## src/rtl/cond_logic_if.sv

```systemverilog
`default_nettype none
// +--------------------------------------------------------------------------+
// | cond_logic_if : execute-stage conditional-logic bus (COND_STATS_EN adds  |
// |                 ExecCnt/SquashCnt)                       rev 1.0         |
// +--------------------------------------------------------------------------+
interface cond_logic_if;
  logic       Valid;
  logic       Stall;
  logic       Flush;
  logic [3:0] ALUFlags;
  logic [1:0] FlagW;
  logic       PCS;
  logic       RegW;
  logic       MemW;
  logic       NoWrite;
  logic       CondEx;
  logic [3:0] Flags;
  logic       PCSrc;
  logic       RegWrite;
  logic       MemWrite;
  logic       ValidOut;
`ifdef COND_STATS_EN
  logic [15:0] ExecCnt;
  logic [15:0] SquashCnt;
`endif

  modport master (
    output Valid, Stall, Flush, ALUFlags, FlagW, PCS, RegW, MemW, NoWrite, CondEx,
`ifdef COND_STATS_EN
    input  ExecCnt, SquashCnt,
`endif
    input  Flags, PCSrc, RegWrite, MemWrite, ValidOut
  );

  modport slave (
    input  Valid, Stall, Flush, ALUFlags, FlagW, PCS, RegW, MemW, NoWrite, CondEx,
`ifdef COND_STATS_EN
    output ExecCnt, SquashCnt,
`endif
    output Flags, PCSrc, RegWrite, MemWrite, ValidOut
  );
endinterface
`default_nettype wire

```

## src/rtl/cond_logic.sv

```systemverilog
`default_nettype none
// +--------------------------------------------------------------------------+
// | cond_logic : flag register and condition-gated write enables for the     |
// |              execute stage; COND_STATS_EN adds exec/squash counters      |
// |              rev 1.0                                                     |
// +--------------------------------------------------------------------------+
module cond_logic (
  input  logic         clk,
  input  logic         rst_n,
  cond_logic_if.slave  bus
);

  localparam logic [15:0] c_cnt_max = 16'hFFFF;

  logic       w_accept;
  logic       w_exec;
  logic [3:0] r_flags;
  logic       r_pcsrc;
  logic       r_regwrite;
  logic       r_memwrite;
  logic       r_valid_out;

  assign w_accept = bus.Valid & ~bus.Stall & ~bus.Flush;
  assign w_exec   = w_accept & bus.CondEx;

  // Flags layout is {C,N,V,Z}: FlagW[1] owns N,Z (bits 2,0), FlagW[0] owns C,V (bits 3,1)
  always_ff @(posedge clk or negedge rst_n) begin
    if (!rst_n) begin
      r_flags <= 4'b0000;
    end else if (w_exec) begin
      if (bus.FlagW[1]) begin
        r_flags[2] <= bus.ALUFlags[2];
        r_flags[0] <= bus.ALUFlags[0];
      end
      if (bus.FlagW[0]) begin
        r_flags[3] <= bus.ALUFlags[3];
        r_flags[1] <= bus.ALUFlags[1];
      end
    end
  end

  always_ff @(posedge clk or negedge rst_n) begin
    if (!rst_n) begin
      r_pcsrc     <= 1'b0;
      r_regwrite  <= 1'b0;
      r_memwrite  <= 1'b0;
      r_valid_out <= 1'b0;
    end else if (bus.Flush) begin
      r_pcsrc     <= 1'b0;
      r_regwrite  <= 1'b0;
      r_memwrite  <= 1'b0;
      r_valid_out <= 1'b0;
    end else if (!bus.Stall) begin
      // Valid=0 folds into the same gating and yields an all-zero bubble
      r_pcsrc     <= bus.Valid & bus.PCS  & bus.CondEx;
      r_regwrite  <= bus.Valid & bus.RegW & bus.CondEx & ~bus.NoWrite;
      r_memwrite  <= bus.Valid & bus.MemW & bus.CondEx;
      r_valid_out <= bus.Valid;
    end
  end

  assign bus.Flags    = r_flags;
  assign bus.PCSrc    = r_pcsrc;
  assign bus.RegWrite = r_regwrite;
  assign bus.MemWrite = r_memwrite;
  assign bus.ValidOut = r_valid_out;

`ifdef COND_STATS_EN
  logic [15:0] r_exec_cnt;
  logic [15:0] r_squash_cnt;

  always_ff @(posedge clk or negedge rst_n) begin
    if (!rst_n) begin
      r_exec_cnt   <= 16'h0000;
      r_squash_cnt <= 16'h0000;
    end else begin
      if (w_exec && (r_exec_cnt != c_cnt_max))
        r_exec_cnt <= r_exec_cnt + 16'h0001;
      if (w_accept && !bus.CondEx && (r_squash_cnt != c_cnt_max))
        r_squash_cnt <= r_squash_cnt + 16'h0001;
    end
  end

  assign bus.ExecCnt   = r_exec_cnt;
  assign bus.SquashCnt = r_squash_cnt;
`else
  logic w_unused_max;
  assign w_unused_max = ^c_cnt_max;
`endif

endmodule
`default_nettype wire

```

## src/flat_wrapper.sv

```systemverilog
// flat-port wrapper written by rule: the top's interface ports become plain ports
module cond_logic_flat 
  (clk, rst_n, bus_Valid, bus_Stall, bus_Flush, bus_ALUFlags, bus_FlagW, bus_PCS, bus_RegW, bus_MemW, bus_NoWrite, bus_CondEx, bus_Flags, bus_PCSrc, bus_RegWrite, bus_MemWrite, bus_ValidOut);
  cond_logic_if bus_i ();
  input  logic clk;
  input  logic rst_n;
  input wire logic [$bits(bus_i.Valid)-1:0] bus_Valid;
  input wire logic [$bits(bus_i.Stall)-1:0] bus_Stall;
  input wire logic [$bits(bus_i.Flush)-1:0] bus_Flush;
  input wire logic [$bits(bus_i.ALUFlags)-1:0] bus_ALUFlags;
  input wire logic [$bits(bus_i.FlagW)-1:0] bus_FlagW;
  input wire logic [$bits(bus_i.PCS)-1:0] bus_PCS;
  input wire logic [$bits(bus_i.RegW)-1:0] bus_RegW;
  input wire logic [$bits(bus_i.MemW)-1:0] bus_MemW;
  input wire logic [$bits(bus_i.NoWrite)-1:0] bus_NoWrite;
  input wire logic [$bits(bus_i.CondEx)-1:0] bus_CondEx;
  output wire logic [$bits(bus_i.Flags)-1:0] bus_Flags;
  output wire logic [$bits(bus_i.PCSrc)-1:0] bus_PCSrc;
  output wire logic [$bits(bus_i.RegWrite)-1:0] bus_RegWrite;
  output wire logic [$bits(bus_i.MemWrite)-1:0] bus_MemWrite;
  output wire logic [$bits(bus_i.ValidOut)-1:0] bus_ValidOut;
  assign bus_i.Valid = bus_Valid;
  assign bus_i.Stall = bus_Stall;
  assign bus_i.Flush = bus_Flush;
  assign bus_i.ALUFlags = bus_ALUFlags;
  assign bus_i.FlagW = bus_FlagW;
  assign bus_i.PCS = bus_PCS;
  assign bus_i.RegW = bus_RegW;
  assign bus_i.MemW = bus_MemW;
  assign bus_i.NoWrite = bus_NoWrite;
  assign bus_i.CondEx = bus_CondEx;
  assign bus_Flags = bus_i.Flags;
  assign bus_PCSrc = bus_i.PCSrc;
  assign bus_RegWrite = bus_i.RegWrite;
  assign bus_MemWrite = bus_i.MemWrite;
  assign bus_ValidOut = bus_i.ValidOut;
  cond_logic u_core (.clk(clk), .rst_n(rst_n), .bus(bus_i));
endmodule
```

## config.mk

```make
export PLATFORM = sky130hd
export DESIGN_NAME = cond_logic_flat
export DESIGN_NICKNAME = d
export VERILOG_FILES = /design/src/rtl/cond_logic_if.sv /design/src/rtl/cond_logic.sv /design/src/flat_wrapper.sv
export SDC_FILE = /design/constraint.sdc
export NUM_CORES = 1
export LEC_CHECK = 0
export CORE_AREA = 2 2 39 41
export DETAILED_ROUTE_END_ITERATION = 12
export DIE_AREA = 0 0 41 43
export PLACE_DENSITY = 0.62
export SLEW_MARGIN = 5
export SYNTH_ARGS = -nofsm -noshare
export SYNTH_HDL_FRONTEND = slang
export SYNTH_SLANG_ARGS = --single-unit
```

## constraint.sdc

```tcl
create_clock -name clk -period 1.5 [get_ports clk]
set_clock_uncertainty 0.15 [all_clocks]
set_input_delay 0.3 -clock clk [delete_from_list [all_inputs] [get_ports clk]]
set_output_delay 0.3 -clock clk [all_outputs]
set_load 0.05 [all_outputs]
```

==> out/results.txt <==
outcome - finished, final reports clean
static leakage - 0.3507 nW
clk sinks - 8
fin crit period - 1464 ps
Tcrit/Tclk final - 97.61%
initial antenna violation count - 0
GRT Util Overall - 12.06%
worst-case clock buffer depth - 2
most common cell in the netlist - dfrtp_1
Die Wd - 41 um
Bufs and invs on worst path - 1
grt total ovfl - 0
Setup Slack @ Placement - -281.1 ps
synth cell count leaders - dfrtp_1 (8), mux2_4 (4), a22o_1 (2), nand2_4 (2)
Syn Area/Cell - 16.10 um^2
TritonCTS Buffers - 3
maxcap violations - 0
hold buffer count at CTS - 0
Ys Warns - 0
FP Rows - 14
Final Slew Violations - 0
routed vias - 301
clock latency on the worst-skew pair - 240 ps
DR vias/cell - 4.561
worst vdd ir - 605.0 uV
Post-DP Area - 699.4 um^2
cell taking the most area after synthesis - dfrtp_1
largest net degree at the start of global routing - 9
Async SR Flop Fraction - 100.0%
die height - 43 um
fraction of layout instances using a drive strength above 1 - 44.00%
Port Buf Inserts - 23
register area share after synthesis - 56.54%
CTS tree - done
Filler Cell Count - 128
Slowest-stage cell, CP - clkdlybuf4s50_1
Power, Total - 0.7536 mW
final instance area - 720.7 um^2
setup violators final - 0
post-CTS setup buffer count - 0
die area - 0.001763 mm^2
Setup CP Type - in -> reg
worst hold path type - in -> async
Slew HR - 73.89%
CP peak stage delay - 480 ps
Synth area leaders - dfrtp_1 (57%), mux2_4 (17%), nand2_4 (6.4%)
Max Fclk - 683.0 MHz
setup ws final - 35.91 ps
Antenna diodes - 0
CP startpoint kind - primary input
Pwr per Cell Area - 1046 mW/mm^2
core area - 0.001384 mm^2
TritonRoute pass-1 iters - 1
Top-Level Pins - 24
clock tree root buffer cell - clkbuf_4
Fin Setup TNS - 0 ps
P&R area growth vs syn - 103.5%
nets - 68
Post-synth top flop - dfrtp_1
Post-Syn Area - 354.1 um^2
worst-path cell chain - clkdlybuf4s50_1, and4bb_4, nand2_4, mux2_4
Initial Util - 25.59%
post-synth net total - 38
drc violations - 0
Synth top area share - 56.54%
post-layout util - 52.08%
antenna-violating nets left - 0
H-tree depth - 1
Non-Filler Instances - 66
Placer Congestion - 0.6004
measured slew at the worst slew-check pin - 390.4 ps
synthesized instance count - 22
per-cell routed wire length - 13.97 um
Netlist cell types - 10
unrepaired setup endpoints after global routing - false
Yosys reg bits - 8
vias in the first global route - 330
Iteration-0 DRC Markers - 0
CP delay by family, top - buffers and inverters
clock slew at reported path FFs - 50 ps
Worst Setup End Kind - register
WP data required - 1470 ps
placed instance count - 63
post-CTS resize count - 1
final hold slack - 194.6 ps
critical path fanouts, max - 3
WP data arrival - 1440 ps
Post-Route WL - 922 um
Post-synth EDFFs - 0
final hold vios - 0
first-pass GRT wire length - 1380 um
==> sequential cells by signal, summed over array words and instances (netlist names) <==
name,flops
u_core.bus.ValidOut,1
u_core.bus.MemWrite,1
u_core.bus.PCSrc,1
u_core.bus.RegWrite,1
u_core.bus.Flags,4
==> worst paths after layout <==
kind	startpoint	end	slack, ps	cells past startpoint
setup / recovery	bus_Valid	u_core.bus.Flags[0]	40	4
hold / removal	rst_n	u_core.bus.Flags[2]	190	1
setup reg to reg	u_core.bus.Flags[0]	u_core.bus.Flags[0]	560	1
hold reg to reg	u_core.bus.RegWrite	u_core.bus.RegWrite	420	1
max in group asynchronous	rst_n	u_core.bus.PCSrc	720	1
min in group clk	bus_Stall	u_core.bus.ValidOut	370	3
==> routing by layer <==
layer | GRT usage (%) | share of wire, %
met5 | 0 | 0
met1 | 12.25 | 38
met4 | 4.000 | 0
met2 | 20.31 | 48
met3 | 5.759 | 14
==> placed cells by master (no fill, tap or decap) <==
| master | instances |
|---|---|
| clkbuf_4 | 3 |
| mux2_4 | 4 |
| buf_12 | 8 |
| nand2_4 | 2 |
| dlygate4sd2_1 | 1 |
| a32o_2 | 1 |
| and4bb_4 | 1 |
| dfrtp_1 | 8 |
| mux2i_1 | 1 |
| a22o_1 | 2 |
| and2b_2 | 1 |
| clkdlybuf4s50_1 | 14 |
| nor2_1 | 1 |
| buf_4 | 2 |
| inv_1 | 1 |
==> final cells by class <==
type / count / area, um^2 / share of cell area, %
flip-flops and latches: 8 / 200.2 / 27.78
clock buffers: 3 / 22.52 / 3.125
inverters: 1 / 3.754 / 0.5208
repair buffers: 25 / 324.1 / 44.97
well taps: 16 / 20.02 / 2.778
multi-input cells: 13 / 150.1 / 20.83
==> report_power, final <==
group          total, mW  internal, mW  switching [mW]
combinational      0.320         0.181           0.139
clock              0.155        0.0910          0.0644
sequential         0.278         0.245          0.0335
==> logic make-up after synthesis <==
logic type / count (synthesis) / synth area share, %
buffers and inverters: 1 / 1.059
DFF: 8 / 56.54
and+or+nand+nor: 5 / 14.49
muxes: 5 / 19.79
AOI/OAI and AO/OA: 3 / 8.128
No activity file was read; power rests on OpenSTA's default activity.
